--- src/rtl/data_mem_arbiter.sv ---
// data_mem_arbiter: two-requester round-robin arbiter and sequencer for a 16-bit data
// memory with single-cycle write strobes and registered read data.
// Requester 0 is the CPU load/store stage; requester 1 is the loader/debug port.
// Optional grant/contention statistics counters are compiled in with `define ARB_STATS_EN.
module data_mem_arbiter #(
  parameter int unsigned ADDR_W       = 16,
  parameter int unsigned DATA_W       = 16,
  parameter int unsigned READ_LATENCY = 1
) (
  input  logic              clock,
  input  logic              reset_n,
  input  logic              r0_req,
  input  logic              r0_we,
  input  logic [ADDR_W-1:0] r0_addr,
  input  logic [DATA_W-1:0] r0_wdata,
  output logic              r0_done,
  output logic [DATA_W-1:0] r0_rdata,
  input  logic              r1_req,
  input  logic              r1_we,
  input  logic [ADDR_W-1:0] r1_addr,
  input  logic [DATA_W-1:0] r1_wdata,
  output logic              r1_done,
  output logic [DATA_W-1:0] r1_rdata,
  output logic              mem_write,
  output logic              mem_read,
  output logic [ADDR_W-1:0] mem_addr,
  output logic [DATA_W-1:0] mem_wdata,
  input  logic [DATA_W-1:0] mem_rdata,
  output logic              busy
`ifdef ARB_STATS_EN
  ,
  input  logic              stat_clr,
  output logic [15:0]       stat_grant0,
  output logic [15:0]       stat_grant1,
  output logic [15:0]       stat_contend
`endif
);

  localparam logic [2:0] LatInit = 3'(READ_LATENCY);

  typedef enum logic [1:0] {StIdle, StIssue, StWait, StResp} state_e;

  state_e              r_state;
  logic                r_last_grant;  // 1 = requester 1 was granted last
  logic                r_grant;       // requester owning the current transaction
  logic                r_op_we;
  logic [2:0]          r_cnt;
  logic                r_mem_write;
  logic                r_mem_read;
  logic [ADDR_W-1:0]   r_mem_addr;
  logic [DATA_W-1:0]   r_mem_wdata;
  logic                r_done0;
  logic                r_done1;
  logic [DATA_W-1:0]   r_rdata0;
  logic [DATA_W-1:0]   r_rdata1;

  logic                w_idle;
  logic                w_any_req;
  logic                w_both_req;
  logic                w_win1;
  logic                w_sel_we;
  logic [ADDR_W-1:0]   w_sel_addr;
  logic [DATA_W-1:0]   w_sel_wdata;

  assign w_idle      = (r_state == StIdle);
  assign w_any_req   = r0_req | r1_req;
  assign w_both_req  = r0_req & r1_req;
  // On contention the requester that did not win last time gets the grant.
  assign w_win1      = r1_req & (~r0_req | ~r_last_grant);
  assign w_sel_we    = w_win1 ? r1_we    : r0_we;
  assign w_sel_addr  = w_win1 ? r1_addr  : r0_addr;
  assign w_sel_wdata = w_win1 ? r1_wdata : r0_wdata;

  // Arbitration FSM with registered strobes, done pulses and read-data capture.
  always_ff @(posedge clock or negedge reset_n) begin
    if (!reset_n) begin
      r_state      <= StIdle;
      r_last_grant <= 1'b1;
      r_grant      <= 1'b0;
      r_op_we      <= 1'b0;
      r_cnt        <= 3'd0;
      r_mem_write  <= 1'b0;
      r_mem_read   <= 1'b0;
      r_mem_addr   <= '0;
      r_mem_wdata  <= '0;
      r_done0      <= 1'b0;
      r_done1      <= 1'b0;
      r_rdata0     <= '0;
      r_rdata1     <= '0;
    end else begin
      // Strobes and done are single-cycle pulses unless set below.
      r_mem_write <= 1'b0;
      r_mem_read  <= 1'b0;
      r_done0     <= 1'b0;
      r_done1     <= 1'b0;
      case (r_state)
        StIdle: begin
          if (w_any_req) begin
            r_grant      <= w_win1;
            r_last_grant <= w_win1;
            r_op_we      <= w_sel_we;
            r_mem_addr   <= w_sel_addr;
            r_mem_wdata  <= w_sel_wdata;
            r_mem_write  <= w_sel_we;
            r_mem_read   <= ~w_sel_we;
            r_state      <= StIssue;
          end
        end
        StIssue: begin
          if (r_op_we) begin
            r_done0 <= ~r_grant;
            r_done1 <= r_grant;
            r_state <= StResp;
          end else begin
            r_cnt   <= LatInit;
            r_state <= StWait;
          end
        end
        StWait: begin
          r_cnt <= r_cnt - 3'd1;
          // Counter reaches zero on this edge: read data is valid now.
          if (r_cnt == 3'd1) begin
            if (r_grant) r_rdata1 <= mem_rdata;
            else         r_rdata0 <= mem_rdata;
            r_done0 <= ~r_grant;
            r_done1 <= r_grant;
            r_state <= StResp;
          end
        end
        StResp: begin
          r_state <= StIdle;
        end
        default: begin
          r_state <= StIdle;
        end
      endcase
    end
  end

  assign mem_write = r_mem_write;
  assign mem_read  = r_mem_read;
  assign mem_addr  = r_mem_addr;
  assign mem_wdata = r_mem_wdata;
  assign r0_done   = r_done0;
  assign r1_done   = r_done1;
  assign r0_rdata  = r_rdata0;
  assign r1_rdata  = r_rdata1;
  assign busy      = ~w_idle;

`ifdef ARB_STATS_EN
  logic [15:0] r_stat_grant0;
  logic [15:0] r_stat_grant1;
  logic [15:0] r_stat_contend;

  // Saturating grant/contention counters; clear has priority over increment.
  always_ff @(posedge clock or negedge reset_n) begin
    if (!reset_n) begin
      r_stat_grant0  <= '0;
      r_stat_grant1  <= '0;
      r_stat_contend <= '0;
    end else if (stat_clr) begin
      r_stat_grant0  <= '0;
      r_stat_grant1  <= '0;
      r_stat_contend <= '0;
    end else if (w_idle) begin
      if (w_any_req && !w_win1 && (r_stat_grant0 != 16'hFFFF)) begin
        r_stat_grant0 <= r_stat_grant0 + 16'd1;
      end
      if (w_win1 && (r_stat_grant1 != 16'hFFFF)) begin
        r_stat_grant1 <= r_stat_grant1 + 16'd1;
      end
      if (w_both_req && (r_stat_contend != 16'hFFFF)) begin
        r_stat_contend <= r_stat_contend + 16'd1;
      end
    end
  end

  assign stat_grant0  = r_stat_grant0;
  assign stat_grant1  = r_stat_grant1;
  assign stat_contend = r_stat_contend;
`endif

endmodule

--- config.mk ---
export PLATFORM = sky130hd
export DESIGN_NAME = data_mem_arbiter
export DESIGN_NICKNAME = d
export VERILOG_FILES = /design/src/rtl/data_mem_arbiter.sv
export SDC_FILE = /design/constraint.sdc
export NUM_CORES = 1
export LEC_CHECK = 0
export BUFFER_PORTS_ARGS = -buffer_cell sky130_fd_sc_hd__buf_4
export CAP_MARGIN = 20
export CORE_UTILIZATION = 50
export CTS_BUF_LIST = sky130_fd_sc_hd__clkbuf_4 sky130_fd_sc_hd__clkbuf_8 sky130_fd_sc_hd__clkbuf_16
export DETAILED_ROUTE_END_ITERATION = 10
export PLACE_DENSITY = 0.9
export SYNTH_ARGS = -nofsm -noshare
export SYNTH_HDL_FRONTEND = slang
export SYNTH_SLANG_ARGS = --single-unit
--- constraint.sdc ---
create_clock -name clock -period 4.7 [get_ports clock]
set_input_delay 0 -clock clock [delete_from_list [all_inputs] [get_ports clock]]
set_output_delay 0 -clock clock [all_outputs]
set_load 0.005 [all_outputs]
==> metrics.csv, run 1 <==
stage,metric,value,unit
outcome,status,completed,
setup_path,regToRegSetupSlack,1.90,ns
timing,min_period,2.796,ns
timing,slew_viol_final,0,
timing,worst_slew_pin_slew,0.9314,ns
routing,dr.pass1.iters,5,
setup_path,r2r_cells,7,
timing,rsz0062_at_grt,no,
setup_path,cp-endpoint,mem_wdata[9],
finish,syn2layout_area_growth,66.88,%
power_and_ir_drop,power.density,633.8,nW/um2
setup_path,arrival,3.08,ns
floorplan,start_util,0.5182,
floorplan,die_h,83.36,um
clock_tree,cts_resized,0,
placement,hpwl,5843,um
grt,antenna_found_initial,1,
clock_tree,cts_buffers,9,
grt,overflow,0,
setup_path,crit_fanout,20,
timing,finalSetupViolations,0,
grt,grt_max_degree,77,
hold_path,hp-class,input pin to flop,
timing,finalHoldViolations,0,
routing,viasPerCell,5.569,
floorplan,io_pins,155,
job,maxCapViolations,0,
placement,place.gp.congestion,0.7646,
timing,skew,0.01124,ns
finish,num-nets-final,632,
finish,final_cells,624,
floorplan,row_count,29,
power_and_ir_drop,power.total,3.500,mW
setup_path,start_kind,flop,
placement,dp.cells,521,
setup_path,r2r-end,mem_wdata[9],
finish,drive_gt1_frac,0.3919,
floorplan,core_area,6386,um2
power_and_ir_drop,irDropWorstVdd,0.4515,mV
floorplan,die-area,6948,um2
logic_synthesis,synth_area_leaders,"dfrtp_1 (57%), a21oi_1 (10%), mux2_2 (7.8%), mux2_4 (4.5%), nor2_1 (4.4%)",
clock_tree,htreeDepth,3,
timing,slew_headroom,0.3790,
timing,fmax,0.3576,GHz
power_and_ir_drop,power_leakage,2.641,nW
logic_synthesis,synth_nets,396,
finish,fillers,284,
clock_tree,cts_root_buf,clkbuf_8,
grt,grt_pass1_wl,19030,um
clock_tree,clock_insertion_delay_worst_skew,0.35,ns
finish,layout_commonest_cell,buf_4,
logic_synthesis,syn_inst,305,
clock_tree,clockBufferDepth,2,
routing,drtAntennaViolNets,0,
setup_path,r2r_start,r_state[0],
routing,routedWlPerCell,19.21,um
logic_synthesis,synth_top_area_frac,0.5671,
clock_tree,cts_tree,yes,
routing,drtIter0Drc,176,
logic_synthesis,synth_top_cell_by_area,dfrtp_1,
routing,routed_wl,11990,um
grt,gr-usage-all-layers,0.3592,
timing,final.period_utilization,0.5949,
setup_path,cp-end-kind,flop,
grt,grt_pass1_vias,3757,
logic_synthesis,synthesis.area,3309,um2
finish,final_cell_mix,"buf_4 (157), dlygate4sd3_1 (86), dfrtp_1 (75), a21oi_1 (67), nor2_1 (39)",
clock_tree,path_clk_slew,0.08,ns
logic_synthesis,ys_warn_count,0,
logic_synthesis,synth.distinct_cells,35,
routing,drc_errors,0,
setup_path,critPathKind,flop to flop,
setup_path,worstPathRequired,4.99,ns
routing,via_count,3475,
logic_synthesis,syn_area_per_cell,10.85,um2
setup_path,critPathLaunch,r_state[0],
floorplan,die_x,83.36,um
placement,io_buffers,154,
logic_synthesis,seq_area_frac_synth,0.5750,
timing,finalSetupTns,0,ns
clock_tree,clkSinkCount,76,
logic_synthesis,ys_ff_latch,76,
==> cell type report <==
type	count	area [um2]	area share
Timing Repair Buffer	243	2039	0.3693
Sequential cell	76	1903	0.3446
Multi-Input combinational cell	205	1281	0.2320
Clock buffer	10	137.6	0.02492
Tap cell	77	96.34	0.01744
Clock inverter	6	40.04	0.007250
Inverter	6	22.52	0.004078
Antenna cell	1	2.502	0.0004531
==> cell families after synthesis <==
| kind of cell | share of synthesized area |
|---|---|
| AOI/OAI and AO/OA | 0.1327 |
| buffers and inverters | 0.04007 |
| muxes | 0.1267 |
| adders and majority gates | 0.01890 |
| and+or+nand+nor | 0.1066 |
| DFF | 0.5750 |
==> cells in the mapped netlist <==
| library cell | count |
|---|---|
| nor3_1 | 1 |
| a21oi_1 | 67 |
| and2_4 | 1 |
| dfstp_2 | 1 |
| or2b_1 | 1 |
| a2111oi_0 | 1 |
| nand2_2 | 1 |
| clkbuf_1 | 6 |
| a22oi_1 | 1 |
| nor2b_1 | 1 |
| nand2_1 | 36 |
| inv_1 | 6 |
| mux2_2 | 23 |
| dfrtp_1 | 75 |
| a211oi_1 | 1 |
| o22ai_1 | 1 |
| a22o_1 | 1 |
| o21ai_1 | 1 |
| o21a_1 | 1 |
| a21boi_1 | 1 |
| and3_1 | 1 |
| ha_1 | 5 |
| a31oi_1 | 1 |
| a21bo_2 | 2 |
| buf_6 | 2 |
| and3b_4 | 1 |
| buf_2 | 9 |
| o21ai_0 | 2 |
| buf_12 | 1 |
| a211o_1 | 1 |
| and2_1 | 2 |
| nand2b_1 | 1 |
| mux2i_1 | 1 |
| nor2_1 | 39 |
| mux2_4 | 10 |
==> timing repair <==
action	4_1_cts	5_1_grt
hold buffers	86	0
buffers inserted	0	0
endpoints found under the hold margin	142	0
==> through the flow <==
step,hold slack (ns),utilization,setup slack [ns],cell area [um2]
final,0.2093,0.8648,1.904,5523
after global placement,0.1911,0.7018,2.806,4482
after CTS,0.1731,0.8644,2.082,5520
after global routing,0.2208,0.8648,1.779,5523
after floorplan,-0.2956,-,2.959,3309
after detailed placement,0.2007,0.7018,2.602,4482
==> worst min-delay path by stage <==
stage                     startpoint     endpoint  slack, ns  cells past startpoint
after floorplan              reset_n  mem_addr[0]      -0.30                      0
after global placement       reset_n  r0_rdata[2]       0.19                      1
after detailed placement     reset_n  r1_rdata[2]       0.20                      1
after CTS                     r1_req   r_state[0]       0.17                      4
after global routing          r1_req   r_state[0]       0.22                      4
final                         r1_req   r_state[1]       0.21                      4
==> registers in the layout, summed over array words and instances, names as in the netlist <==
signal        count
r_cnt             3
r1_done           1
r_state           2
mem_write         1
r_last_grant      1
mem_wdata        16
r0_done           1
mem_read          1
r1_rdata         16
r_grant           1
r_op_we           1
r0_rdata         16
mem_addr         16
==> per-layer routing <==
| layer | vias to the layer above | part of all wire | global-route usage | wire (um) |
|---|---|---|---|---|
| li1 | 1503 | - | - | - |
| met1 | 1668 | 0.38 | 0.4182 | 4507 |
| met2 | 250 | 0.48 | 0.5939 | 5776 |
| met3 | 54 | 0.093 | 0.08946 | 1118 |
| met4 | 0 | 0.049 | 0.2273 | 587 |
| met5 | - | 0 | 0 | 0 |
==> power breakdown <==
part           leakage [nW]  switching [mW]  internal [mW]
Clock                0.0803           0.247          0.204
Combinational          1.68           0.764           1.07
Sequential            0.880           0.227          0.989
Total                  2.64            1.24           2.26
==> worst max-delay path, cell delays in order, from the launching register on <==
cell and delay [ns]:
dfrtp_1 0.39, inv_1 0.14, ha_1 0.33, o21a_1 0.63, buf_4 0.38, nor2_1 0.11, a21oi_1 0.17, dlygate4sd3_1 0.58
No activity file was read; power rests on OpenSTA's default activity.
==> run 2, diff against run 1 <==
CORE_UTILIZATION = 46   (was 50)
PLACE_DENSITY = 0.84   (was 0.9)
clock period = 2.8 ns   (was 4.7 ns; I/O delays follow)
==> run 2 against run 1 <==
Against the previous run:
- critical path type unchanged
- combinational power increased by 66%
- power increased by 70%
- largest power group unchanged
- routed wire length decreased by 4.1%
- cell area increased by 0.77%
- sequential share of layout area decreased by 0.26 points
- register-to-register slack got worse by 1.6 ns
- sequential cell count unchanged
- largest cell class unchanged
- clock skew about the same
==> metrics.csv, run 2 (synthesis results as in run 1) <==
stage,metric,value,unit,change
outcome,status,completed,,
finish,fillers,344,,+21%
grt,antenna_found_initial,0,,-1
grt,grt_max_degree,77,,unchanged
grt,grt_pass1_vias,3589,,-4.5%
power_and_ir_drop,power_leakage,2.653,nW,+0.45%
clock_tree,clockBufferDepth,2,,unchanged
clock_tree,cts_root_buf,clkbuf_8,,
setup_path,critPathKind,flop to flop,,
setup_path,r2r_cells,7,,unchanged
hold_path,hp-class,input pin to flop,,
timing,min_period,2.495,ns,-0.3013 ns
timing,timing.hold.ws,0.03930,ns,-0.1700 ns
clock_tree,cts_tree,yes,,
timing,fmax,0.4008,GHz,+12%
timing,finalSetupViolations,0,,unchanged
finish,syn2layout_area_growth,68.17,%,
timing,finalSetupTns,0,ns,unchanged
setup_path,cp-endpoint,mem_addr[4],,
routing,routed_wl,11500,um,-4.1%
routing,drtIter0Drc,177,,+0.57%
setup_path,crit_fanout,23,,+15%
job,maxCapViolations,0,,unchanged
floorplan,core_area,6869,um2,+7.6%
finish,num-nets-final,631,,-0.16%
clock_tree,cts_buffers,9,,unchanged
timing,slew_viol_final,0,,unchanged
timing,skew,0.01149,ns,+0.0002566 ns
placement,hpwl,6029,um,+3.2%
hold_path,holdPathStages,3,,-1
routing,routedWlPerCell,17.95,um,-6.6%
routing,dr.pass1.iters,5,,unchanged
finish,layout_commonest_cell,buf_4,,
clock_tree,clock_insertion_delay_worst_skew,0.35,ns,about the same
routing,via_count,3379,,-2.8%
routing,drtAntennaViolNets,0,,unchanged
clock_tree,htreeDepth,3,,unchanged
timing,rsz0062_at_grt,no,,
power_and_ir_drop,power.density,1069,nW/um2,+69%
placement,place.gp.congestion,0.7418,,-3.0%
timing,slew_headroom,0.3819,,+0.002828
setup_path,arrival,2.78,ns,-0.30 ns
setup_path,regToRegSetupSlack,0.31,ns,-1.60 ns
floorplan,row_count,30,,+3.4%
finish,drive_gt1_frac,0.3945,,+0.002554
setup_path,r2r-end,mem_addr[4],,
setup_path,r2r_start,r_state[0],,
floorplan,io_pins,155,,unchanged
floorplan,die_h,86.82,um,+4.2%
timing,final.period_utilization,0.8910,,+0.2961
placement,io_buffers,154,,unchanged
grt,grt_pass1_wl,18060,um,-5.1%
routing,drc_errors,0,,unchanged
timing,finalHoldViolations,0,,unchanged
setup_path,start_kind,flop,,
setup_path,cp-end-kind,flop,,
finish,final_cell_mix,"buf_4 (157), dlygate4sd3_1 (85), dfrtp_1 (75), a21oi_1 (67), nor2_1 (39)",,
clock_tree,clkSinkCount,76,,unchanged
floorplan,start_util,0.4818,,-0.03644
timing,worst_slew_pin_slew,0.9272,ns,-0.004243 ns
grt,gr-usage-all-layers,0.3181,,-0.04109
finish,num_antenna_cells,0,,-1
floorplan,die-area,7538,um2,+8.5%
setup_path,critPathLaunch,r_state[0],,
grt,overflow,0,,unchanged
floorplan,die_x,86.82,um,+4.2%
clock_tree,path_clk_slew,0.09,ns,about the same
power_and_ir_drop,irDropWorstVdd,0.5156,mV,+14%
routing,viasPerCell,5.271,,-5.3%
setup_path,worstPathRequired,3.09,ns,-1.90 ns
[run 2: stage by stage]
step	setup slack, ns	cell area [um2]	power [mW]	utilization	std cells
detailed placement	0.8376	4506	4.387	0.6559	540
finish	0.3052	5565	5.950	0.8102	641
CTS	0.2942	5564	5.768	0.8100	641
global placement	0.9246	4506	4.270	0.6559	540
floorplan	1.059	3309	3.260	-	305
global route	0.1932	5565	6.309	0.8102	641
[run 2: cell type report]
cell class,instances,area [um2],share of cell area
timing repair buffer,242,2029,0.3647
sequential,76,1903,0.3420
multi-input combinational,205,1282,0.2304
clock buffer,10,137.6,0.02473
clock inverter,6,70.07,0.01259
tap,96,120.1,0.02158
inverter,6,22.52,0.004047
[run 2: worst min path at each step]
stage / slack, ns / startpoint / to
2_1_floorplan: -0.30 / reset_n / mem_addr[0]
3_3_place_gp: 0.20 / reset_n / r1_rdata[0]
3_5_place_dp: 0.20 / reset_n / r1_rdata[3]
4_1_cts: 0.009 / r0_we / r_op_we
5_1_grt: 0.03 / r0_we / r_op_we
6_report: 0.04 / r0_we / r_op_we
[run 2: critical path, cell delays in order (launching register included)]
cell and delay [ns]:
dfrtp_1 0.40, inv_1 0.13, ha_1 0.35, o21a_2 0.38
buf_4 0.34, nor2_1 0.09, a21oi_1 0.17, dlygate4sd3_1 0.58
[run 2: where the power goes]
part | leakage (nW) | switching [mW] | internal [mW] | total, mW
clock network | 0.0955 | 0.432 | 0.442 | 0.874
logic | 1.68 | 1.24 | 1.80 | 3.04
registers | 0.880 | 0.380 | 1.66 | 2.04
total | 2.65 | 2.05 | 3.90 | 5.95
[run 2: timing repair]
action                                 in CTS  in global routing
buffers inserted                            0                  0
endpoints found under the hold margin     142                  0
hold buffers                               85                  0
resized for setup                           0                  1
setup endpoints to repair                   0                  4
[run 2: routing by layer]
metal,routed length (um),part of all wire,track usage,vias up
li1,-,-,-,1500
met1,4417,0.38,0.3858,1640
met2,5803,0.50,0.5490,208
met3,984,0.086,0.08952,31
met4,298,0.026,0.09848,0
met5,0,0,0,-
==> run 3, diff against run 2 <==
CORE_UTILIZATION = 50   (was 46)
PLACE_DENSITY = 0.9   (was 0.84)
clock period = 3.2 ns   (was 2.8 ns; I/O delays follow)
==> run 3 against run 2 <==
Against the previous run:
- power fell by 8.8%
- sequential power fell by 12%
- cell area increased by 0.27%
- first-iteration DRC count is 76% higher
- combinational power down 9.9%
- routed wire length up 9.0%
- non-clock buffer count up 1
- critical path type unchanged
==> metrics.csv, run 3 (synthesis results as in run 1) <==
stage,metric,value,unit,change
outcome,status,completed,,
grt,antenna_found_initial,0,,unchanged
setup_path,cp-end-kind,flop,,
finish,num-nets-final,632,,+0.16%
clock_tree,path_clk_slew,0.07,ns,-0.02 ns
finish,fin_util,0.8738,,+0.06362
finish,multi_input_area,1281,um2,about the same
grt,grt_max_degree,77,,unchanged
clock_tree,cts_setup_buffers,0,,unchanged
setup_path,critPathLaunch,r_state[0],,
power_and_ir_drop,power.density,972.8,nW/um2,-9.0%
routing,viasPerCell,5.682,,+7.8%
routing,routedWlPerCell,20.17,um,+12%
routing,met3WireLength,1211,um,+23%
finish,final_cells,622,,-3.0%
placement,place.gp.congestion,0.7762,,+4.6%
setup_path,r2r_start,r_state[0],,
timing,finalSetupTns,0,ns,unchanged
routing,via_count,3534,,+4.6%
job,maxCapViolations,0,,unchanged
power_and_ir_drop,irDropWorstVdd,0.6672,mV,+29%
finish,final_cell_mix,"buf_4 (157), dlygate4sd3_1 (86), dfrtp_1 (75), a21oi_1 (67), nor2_1 (39)",,
grt,grt_pass1_wl,19640,um,+8.8%
timing,worst_slew_pin_slew,0.9550,ns,+0.02779 ns
finish,fillers,268,,-22%
setup_path,critPathKind,flop to flop,,
finish,layout.area.seq,1903,um2,unchanged
hold_path,holdPathStages,3,,unchanged
power_and_ir_drop,power_leakage,2.673,nW,+0.73%
setup_path,regToRegSetupSlack,0.70,ns,+0.39 ns
clock_tree,htreeDepth,3,,unchanged
setup_path,worstPathRequired,3.43,ns,+0.34 ns
clock_tree,clkSinkCount,76,,unchanged
clock_tree,cts_resized,0,,unchanged
hold_path,hp-start,r1_req,,
floorplan,row_count,29,,-3.3%
floorplan,core_area,6386,um2,-7.0%
routing,drtIter0Drc,312,,+76%
routing,routed_wl,12550,um,+9.0%
finish,num_antenna_cells,0,,unchanged
placement,hpwl,6165,um,+2.3%
floorplan,die-area,6948,um2,-7.8%
finish,syn2layout_area_growth,68.62,%,
setup_path,r2r-end,mem_wdata[1],,
grt,grt_pass1_vias,3703,,+3.2%
clock_tree,cts_root_buf,clkbuf_8,,
setup_path,r2r_cells,7,,unchanged
routing,drtAntennaViolNets,0,,unchanged
placement,place_ws,1.287,ns,+0.4494 ns
hold_path,hp-class,input pin to flop,,
finish,layout_commonest_cell,buf_4,,
floorplan,die_x,83.36,um,-4.0%
grt,overflow,0,,unchanged
timing,finalHoldViolations,0,,unchanged
timing,min_period,2.504,ns,+0.009195 ns
floorplan,io_pins,155,,unchanged
timing,finalSetupViolations,0,,unchanged
floorplan,start_util,0.5182,,+0.03644
clock_tree,clock_insertion_delay_worst_skew,0.37,ns,+0.02 ns
timing,slew_headroom,0.3634,,-0.01853
timing,timing.hold.ws,0.1372,ns,+0.09794 ns
timing,slew_viol_final,0,,unchanged
hold_path,worstHoldEndpoint,mem_write,,
timing,setup_slack,0.6960,ns,+0.3908 ns
timing,fmax,0.3994,GHz,-0.37%
clock_tree,cts_buffers,9,,unchanged
timing,skew,0.02359,ns,+0.01210 ns
routing,drc_errors,0,,unchanged
finish,drive_gt1_frac,0.3908,,-0.003670
setup_path,crit_fanout,23,,unchanged
timing,final.period_utilization,0.7825,,-0.1085
placement,io_buffers,154,,unchanged
floorplan,die_h,83.36,um,-4.0%
routing,wl_met1,4517,um,+2.3%
routing,wl_met2,6118,um,+5.4%
grt,gr-usage-all-layers,0.3737,,+0.05560
timing,rsz0062_at_grt,no,,
setup_path,arrival,2.74,ns,-0.04 ns
clock_tree,clockBufferDepth,2,,unchanged
routing,dr.pass1.iters,5,,unchanged
routing,routed.top_layer,met4,,
clock_tree,cts_tree,yes,,
placement,dp.cells,521,,-3.5%
setup_path,start_kind,flop,,
run 3: changes by cell type in the layout (fill, tap and decap cells not counted), sizes merged:
cell	change
bufinv	+2
clkbuf	-1
clkinv	+1
clkinvlp	-1
dlygate4sd3	+1
inv	-2
run 3: area by class of cell:
cell class / instances / area share
clock buffers: 9 / 0.02220
well taps: 77 / 0.01726
repair buffers: 243 / 0.3655
inverters: 6 / 0.004036
multi-input cells: 205 / 0.2296
flip-flops and latches: 76 / 0.3410
clock inverters: 6 / 0.02040
run 3: how the worst max path moves through the flow:
stage | end | slack (ns) | cells past startpoint
final | mem_wdata[1] | 0.70 | 7
after detailed placement | r0_rdata[1] | 1.29 | 5
after global placement | r0_rdata[5] | 1.37 | 5
after CTS | mem_addr[15] | 0.93 | 7
after floorplan | r0_rdata[10] | 1.46 | 8
after global routing | mem_wdata[1] | 0.56 | 7
run 3: critical path: stages (launching register included):
cell and delay [ns]:
dfrtp_1 0.39, inv_1 0.15, ha_1 0.40, o21ai_2 0.24
buf_4 0.29, a21oi_1 0.23, a21oi_1 0.12, dlygate4sd3_1 0.56
run 3: repair_timing:
action / in CTS / in global routing
hold endpoints to repair: 142 / 0
endpoints found under the setup margin: 0 / 0
hold buffers: 86 / 0
run 3: metrics by stage:
step | power (mW) | instance area (um2)
6_report | 5.428 | 5580
5_1_grt | 5.696 | 5580
3_5_place_dp | 3.856 | 4482
4_1_cts | 5.166 | 5580
3_3_place_gp | 3.727 | 4482
2_1_floorplan | 2.853 | 3309
run 3: where the power goes:
part	switching, mW	total (mW)	internal [mW]
sequential	0.345	1.80	1.45
combinational	1.16	2.74	1.57
clock	0.380	0.895	0.515
run 3: layer usage:
metal	GRT usage	up-vias
met5	0	-
met4	0.2053	0
met3	0.08549	67
met2	0.6259	296
met1	0.4462	1667
li1	-	1504
